[src/rtl/decoder_rr_arbiter_8_if.sv]
// Requester/decoder-side bundle of the shared 3:8 decoder arbiter.
// master = requesters driving req/done, slave = the arbiter producing the grant.
interface decoder_rr_arbiter_8_if;
  logic [7:0] req;
  logic       done;
  logic [2:0] sel;
  logic       en;
  logic [7:0] gnt;
  logic       timeout;

  modport master (
    output req,
    output done,
    input  sel,
    input  en,
    input  gnt,
    input  timeout
  );

  modport slave (
    input  req,
    input  done,
    output sel,
    output en,
    output gnt,
    output timeout
  );
endinterface

[src/rtl/decoder_rr_arbiter_8.sv]
// Round-robin owner of one 3:8 decoder shared by 8 requesters; grant held until
// done, request drop or MAX_HOLD cycles, with one idle cycle between grants.
//
// state | meaning
// IDLE  | no owner, scanning req from ptr for the next grant
// GRANT | sel owns the decoder, en/gnt asserted, hold_cnt counting
module decoder_rr_arbiter_8 #(
  parameter int MAX_HOLD = 16
) (
  input  logic                   clk,
  input  logic                   rst,
  decoder_rr_arbiter_8_if.slave  bus
);

  typedef enum logic {IDLE, GRANT} state_t;

  state_t     state;
  logic [2:0] ptr;
  logic [7:0] hold_cnt;

  logic [2:0] pick_idx;
  logic       pick_vld;
  logic       rel_drop;
  logic       rel_to;

  // Scan from farthest to nearest so the entry closest to ptr wins.
  always_comb begin
    pick_idx = ptr;
    pick_vld = 1'b0;
    for (int k = 7; k >= 0; k--) begin
      if (bus.req[ptr + 3'(k)]) begin
        pick_idx = ptr + 3'(k);
        pick_vld = 1'b1;
      end
    end
  end

  assign rel_drop = !bus.req[bus.sel];
  assign rel_to   = (MAX_HOLD != 0) && (hold_cnt == 8'(MAX_HOLD));

  always_ff @(posedge clk) begin
    if (rst) begin
      state       <= IDLE;
      ptr         <= 3'd0;
      hold_cnt    <= 8'd0;
      bus.sel     <= 3'd0;
      bus.en      <= 1'b0;
      bus.gnt     <= 8'h00;
      bus.timeout <= 1'b0;
    end else begin
      case (state)
        IDLE: begin
          bus.timeout <= 1'b0;
          if (pick_vld) begin
            bus.sel  <= pick_idx;
            bus.en   <= 1'b1;
            bus.gnt  <= 8'b1 << pick_idx;
            hold_cnt <= 8'd1;
            state    <= GRANT;
          end
        end
        GRANT: begin
          if (bus.done || rel_drop || rel_to) begin
            bus.en      <= 1'b0;
            bus.gnt     <= 8'h00;
            ptr         <= bus.sel + 3'd1;
            state       <= IDLE;
            // A timeout coinciding with a normal release is not flagged.
            bus.timeout <= rel_to && !bus.done && !rel_drop;
          end else if (hold_cnt != 8'hFF) begin
            hold_cnt <= hold_cnt + 8'd1;
          end
        end
        default: state <= IDLE;
      endcase
    end
  end

endmodule

[src/flat_wrapper.sv]
// flat-port wrapper written by rule: the top's interface ports become plain ports
module decoder_rr_arbiter_8_flat 
#(
  parameter int MAX_HOLD = 16
)
  (clk, rst, bus_req, bus_done, bus_sel, bus_en, bus_gnt, bus_timeout);
  decoder_rr_arbiter_8_if bus_i ();
  input  logic clk;
  input  logic rst;
  input wire logic [$bits(bus_i.req)-1:0] bus_req;
  input wire logic [$bits(bus_i.done)-1:0] bus_done;
  output wire logic [$bits(bus_i.sel)-1:0] bus_sel;
  output wire logic [$bits(bus_i.en)-1:0] bus_en;
  output wire logic [$bits(bus_i.gnt)-1:0] bus_gnt;
  output wire logic [$bits(bus_i.timeout)-1:0] bus_timeout;
  assign bus_i.req = bus_req;
  assign bus_i.done = bus_done;
  assign bus_sel = bus_i.sel;
  assign bus_en = bus_i.en;
  assign bus_gnt = bus_i.gnt;
  assign bus_timeout = bus_i.timeout;
  decoder_rr_arbiter_8 #(.MAX_HOLD(MAX_HOLD)) u_core (.clk(clk), .rst(rst), .bus(bus_i));
endmodule
[config.mk]
export PLATFORM = sky130hd
export DESIGN_NAME = decoder_rr_arbiter_8_flat
export DESIGN_NICKNAME = d
export VERILOG_FILES = /design/src/rtl/decoder_rr_arbiter_8_if.sv /design/src/rtl/decoder_rr_arbiter_8.sv /design/src/flat_wrapper.sv
export SDC_FILE = /design/constraint.sdc
export NUM_CORES = 1
export LEC_CHECK = 0
export ABC_CLOCK_PERIOD_IN_PS = 3800
export CAP_MARGIN = 20
export CORE_MARGIN = 3
export CORE_UTILIZATION = 57
export DETAILED_ROUTE_END_ITERATION = 8
export PLACE_DENSITY = 0.82
export SYNTH_ARGS = -nofsm -noshare
export SYNTH_HDL_FRONTEND = slang
export SYNTH_SLANG_ARGS = --single-unit
export TNS_END_PERCENT = 50
[constraint.sdc]
create_clock -name clk -period 3.8 [get_ports clk]
set_input_delay 0.76 -clock clk [delete_from_list [all_inputs] [get_ports clk]]
set_output_delay 0.76 -clock clk [all_outputs]
set_load 0.01 [all_outputs]
==> results_dict.tcl, run 1 <==
set metrics [dict create \
    outcome "complete, no violations" \
    dieWidth_um 68.9 \
    place_inst 307 \
    hpwlAfterDp_mm 3.90 \
    hold_viol 0 \
    routed_wl_mm 5.21 \
    path_buf_inv 2 \
    maxSlewViolCount 0 \
    io_pins 24 \
    setup_viol 0 \
    syn_to_final_growth_pct 12.9 \
    power_density_mw_per_mm2 486 \
    postSynthCellCount 244 \
    fmax_ghz 0.305 \
    rows 22 \
    syn_nets 260 \
    p_leak_nw 0.888 \
    critPathMaxFanout 10 \
    finClkSkew_ns 0.00284 \
    ys_ff_latch 25 \
    antenna_cells 0 \
    fin_ws_ns 0.518 \
    critPathLaunchType "input port" \
    crit_family "simple AND/OR/NAND/NOR gates" \
    timing.critical_path.cells "clkdlybuf4s50_1, mux4_2, nor2b_1, or4_4, a21oi_4, and3b_1, buf_4, or4_1, a21oi_1" \
    hold_start "u_core.bus.en$_SDFFE_PP0P_" \
    synthAdderAreaFrac 0.0278 \
    max-clock-path-buffers 2 \
    critPathKind "in2reg" \
    async_reset_ff_frac 0 \
    synth_compound_area_frac 0.218 \
    root_buffer "clkbuf_8" \
    start_util 0.602 \
    vias 2072 \
    fill_cells 309 \
    netlist_area_mm2 0.00225 \
    r2r_start "u_core.ptr[0]$_SDFFE_PP0P_" \
    hold_ws_ns 0.477 \
    cap_violations 0 \
    multiInputGateArea_mm2 0.00163 \
    die_y_um 68.9 \
    routedWlPerCell_um 16.8 \
    p_int_w 0.000709 \
    clkPwrFrac 0.130 \
    synthSimpleGateAreaFrac 0.203 \
    first_iter_violations 234 \
    clock_latency_ns 0.27 \
    ant_nets 0 \
    worst_pin_slew_ns 0.569 \
    switching_power_w 0.000528 \
    core_mm2 0.00374 \
    slowest_stage "clkdlybuf4s50_1" \
    finalSetupTns_ns 0 \
    drtPass1Iterations 4 \
    netSwitchingFraction 0.427 \
    die_area_mm2 0.00474 \
    avgSynthCellArea_um2 9.24 \
    post_cts_buffers 0 \
    grt_use_total 0.232 \
    cts_hold_buf 0 \
    io_buffers 23 \
    viasPerCell 6.66 \
    h-tree-depth 1 \
    synth-xor-area-share 0.0278 \
    worstPathRequired_ns 3.95 \
    synth.area.top_cells "dfxtp_1 22%, mux4_2 14%, mux2_1 5.0%, a21oi_1 4.0%, a32o_1 3.6%" \
    irDropWorstVdd_mv 0.373 \
    drc 0 \
    slowest_delay_ns 0.58 \
    ctsResizeCount 0 \
    grt_max_degree 25 \
    p_comb_frac 0.602 \
    worstSetupEndpointType "register" \
    grt_pass1_vias 1724 \
    cts_tree "yes" \
    relSlewSlack 0.617 \
    synth_top_family_by_area "multiplexers" \
    drive_above_1_share 0.156 \
    yosysMostFrequentCell "dfxtp_1" \
    synth_ff_type "dfxtp_1" \
    finalPower_w 0.00124 \
    rsz0062_at_grt "no" \
    synth.largest_area_cell "dfxtp_1" \
    cts_buffers 3 \
    synth_mux_area_frac 0.245 \
    pwr-share-seq 0.269 \
    nets 280 \
    regArea_um2 500 \
    ys_top_cells_by_count "25 x dfxtp_1, 20 x nand2_1, 18 x a21oi_1, 17 x nor2_1, 14 x mux4_2" \
    dpl_worst_slack_ns 0.263 \
    yosysUniqueCellTypes 61 \
    grt_pass1_wl_mm 8.45 \
    cts.sinks 25 \
    gr-total-overflow 0 \
    antenna_found_initial 0 \
    period_needed_ns 3.28 \
    place_congestion 0.864 \
    ys_warn_count 0 \
    yosysSeqAreaShare 0.222 \
    hold_class "reg2reg" \
    synth.top_cell.area_share 0.222 \
    finalCritPeriodShare 0.864 \
    critical_path_arrival_ns 3.43 \
    synth_enable_flop_cells 0 \
    clk_pin_slew_ns 0.09 \
    startpoint "bus_req[7]" \
    finalNonFillerCells 311 \
]
[power groups by stage]
stage / combinational [W] / clock, W / sequential, W
finish: 0.000744 / 0.000160 / 0.000333
global route: 0.000810 / 0.000171 / 0.000338
CTS: 0.000739 / 0.000161 / 0.000333
detailed placement: 0.000733 / 0 / 0.000339
global placement: 0.000726 / 0 / 0.000339
floorplan: 0.000551 / 0 / 0.000337
[cells in the final DEF (no fill, tap or decap), types with 8 or more instances in the layout]
cell type         n
mux2i_1           8
nor2_1           17
mux4_2           14
a32o_1            8
dfxtp_1          25
nand2_1          20
mux2_1           10
clkdlybuf4s50_1  23
a21oi_1          18
[flip-flops by register name, summed over array words and instances, names as in the netlist]
| name | count |
|---|---|
| u_core.bus.en | 1 |
| u_core.bus.gnt | 8 |
| u_core.bus.sel | 3 |
| u_core.bus.timeout | 1 |
| u_core.hold_cnt | 8 |
| u_core.ptr | 3 |
| u_core.state | 1 |
[per-stage QoR]
| step | utilization | cell area, µm² |
|---|---|---|
| after CTS | 0.679 | 2540 |
| after global placement | 0.666 | 2490 |
| final | 0.679 | 2540 |
| after global routing | 0.679 | 2540 |
| after detailed placement | 0.666 | 2490 |
| after floorplan | - | 2250 |
[per-layer routing]
layer  routed length [µm]  vias up  track usage
li1                     -      994            -
met1                 2350      998        0.338
met2                 2480       74        0.363
met3                  300        6       0.0276
met4                   77        0       0.0608
met5                    0        -            0
[cell families (layout without fill, tap and decap cells)]
family | count (synthesis) | in the layout
simple gates | 85 | 85
compound gates | 66 | 66
mux | 36 | 36
flops | 25 | 25
buf+inv | 22 | 41
fa+ha+maj | 5 | 5
xor+xnor | 5 | 5
[tightest hold or removal path: cells and delay by family, from the launching register on]
| family | cells | cell delay [ns] |
|---|---|---|
| and+or+nand+nor | 1 | 0.05 |
| DFF | 1 | 0.32 |
| AOI/OAI and AO/OA | 1 | 0.06 |
[cell type report]
| class | instances | area share |
|---|---|---|
| repair buffers | 30 | 0.111 |
| clock inverters | 1 | 0.00295 |
| inverters | 7 | 0.0103 |
| well taps | 48 | 0.0236 |
| multi-input cells | 197 | 0.639 |
| flip-flops and latches | 25 | 0.197 |
| clock buffers | 3 | 0.0162 |
[final timing paths]
check | slack [ns] | cells after the start | endpoint
min | 0.48 | 2 | u_core.bus.en$_SDFFE_PP0P_
max reg2reg | 0.55 | 11 | u_core.hold_cnt[7]$_SDFFE_PP0P_
min reg2reg | 0.48 | 2 | u_core.bus.en$_SDFFE_PP0P_
max | 0.52 | 9 | u_core.hold_cnt[7]$_SDFFE_PP0P_
(Power assumes the default switching activity.)
==> run 2, diff against run 1 <==
Settings changed: GPL_ROUTABILITY_DRIVEN set to 0, SETUP_SLACK_MARGIN set to 0.1.
==> results of run 2 <==
The final DEF is identical to that of run 1; final timing and power are the same.
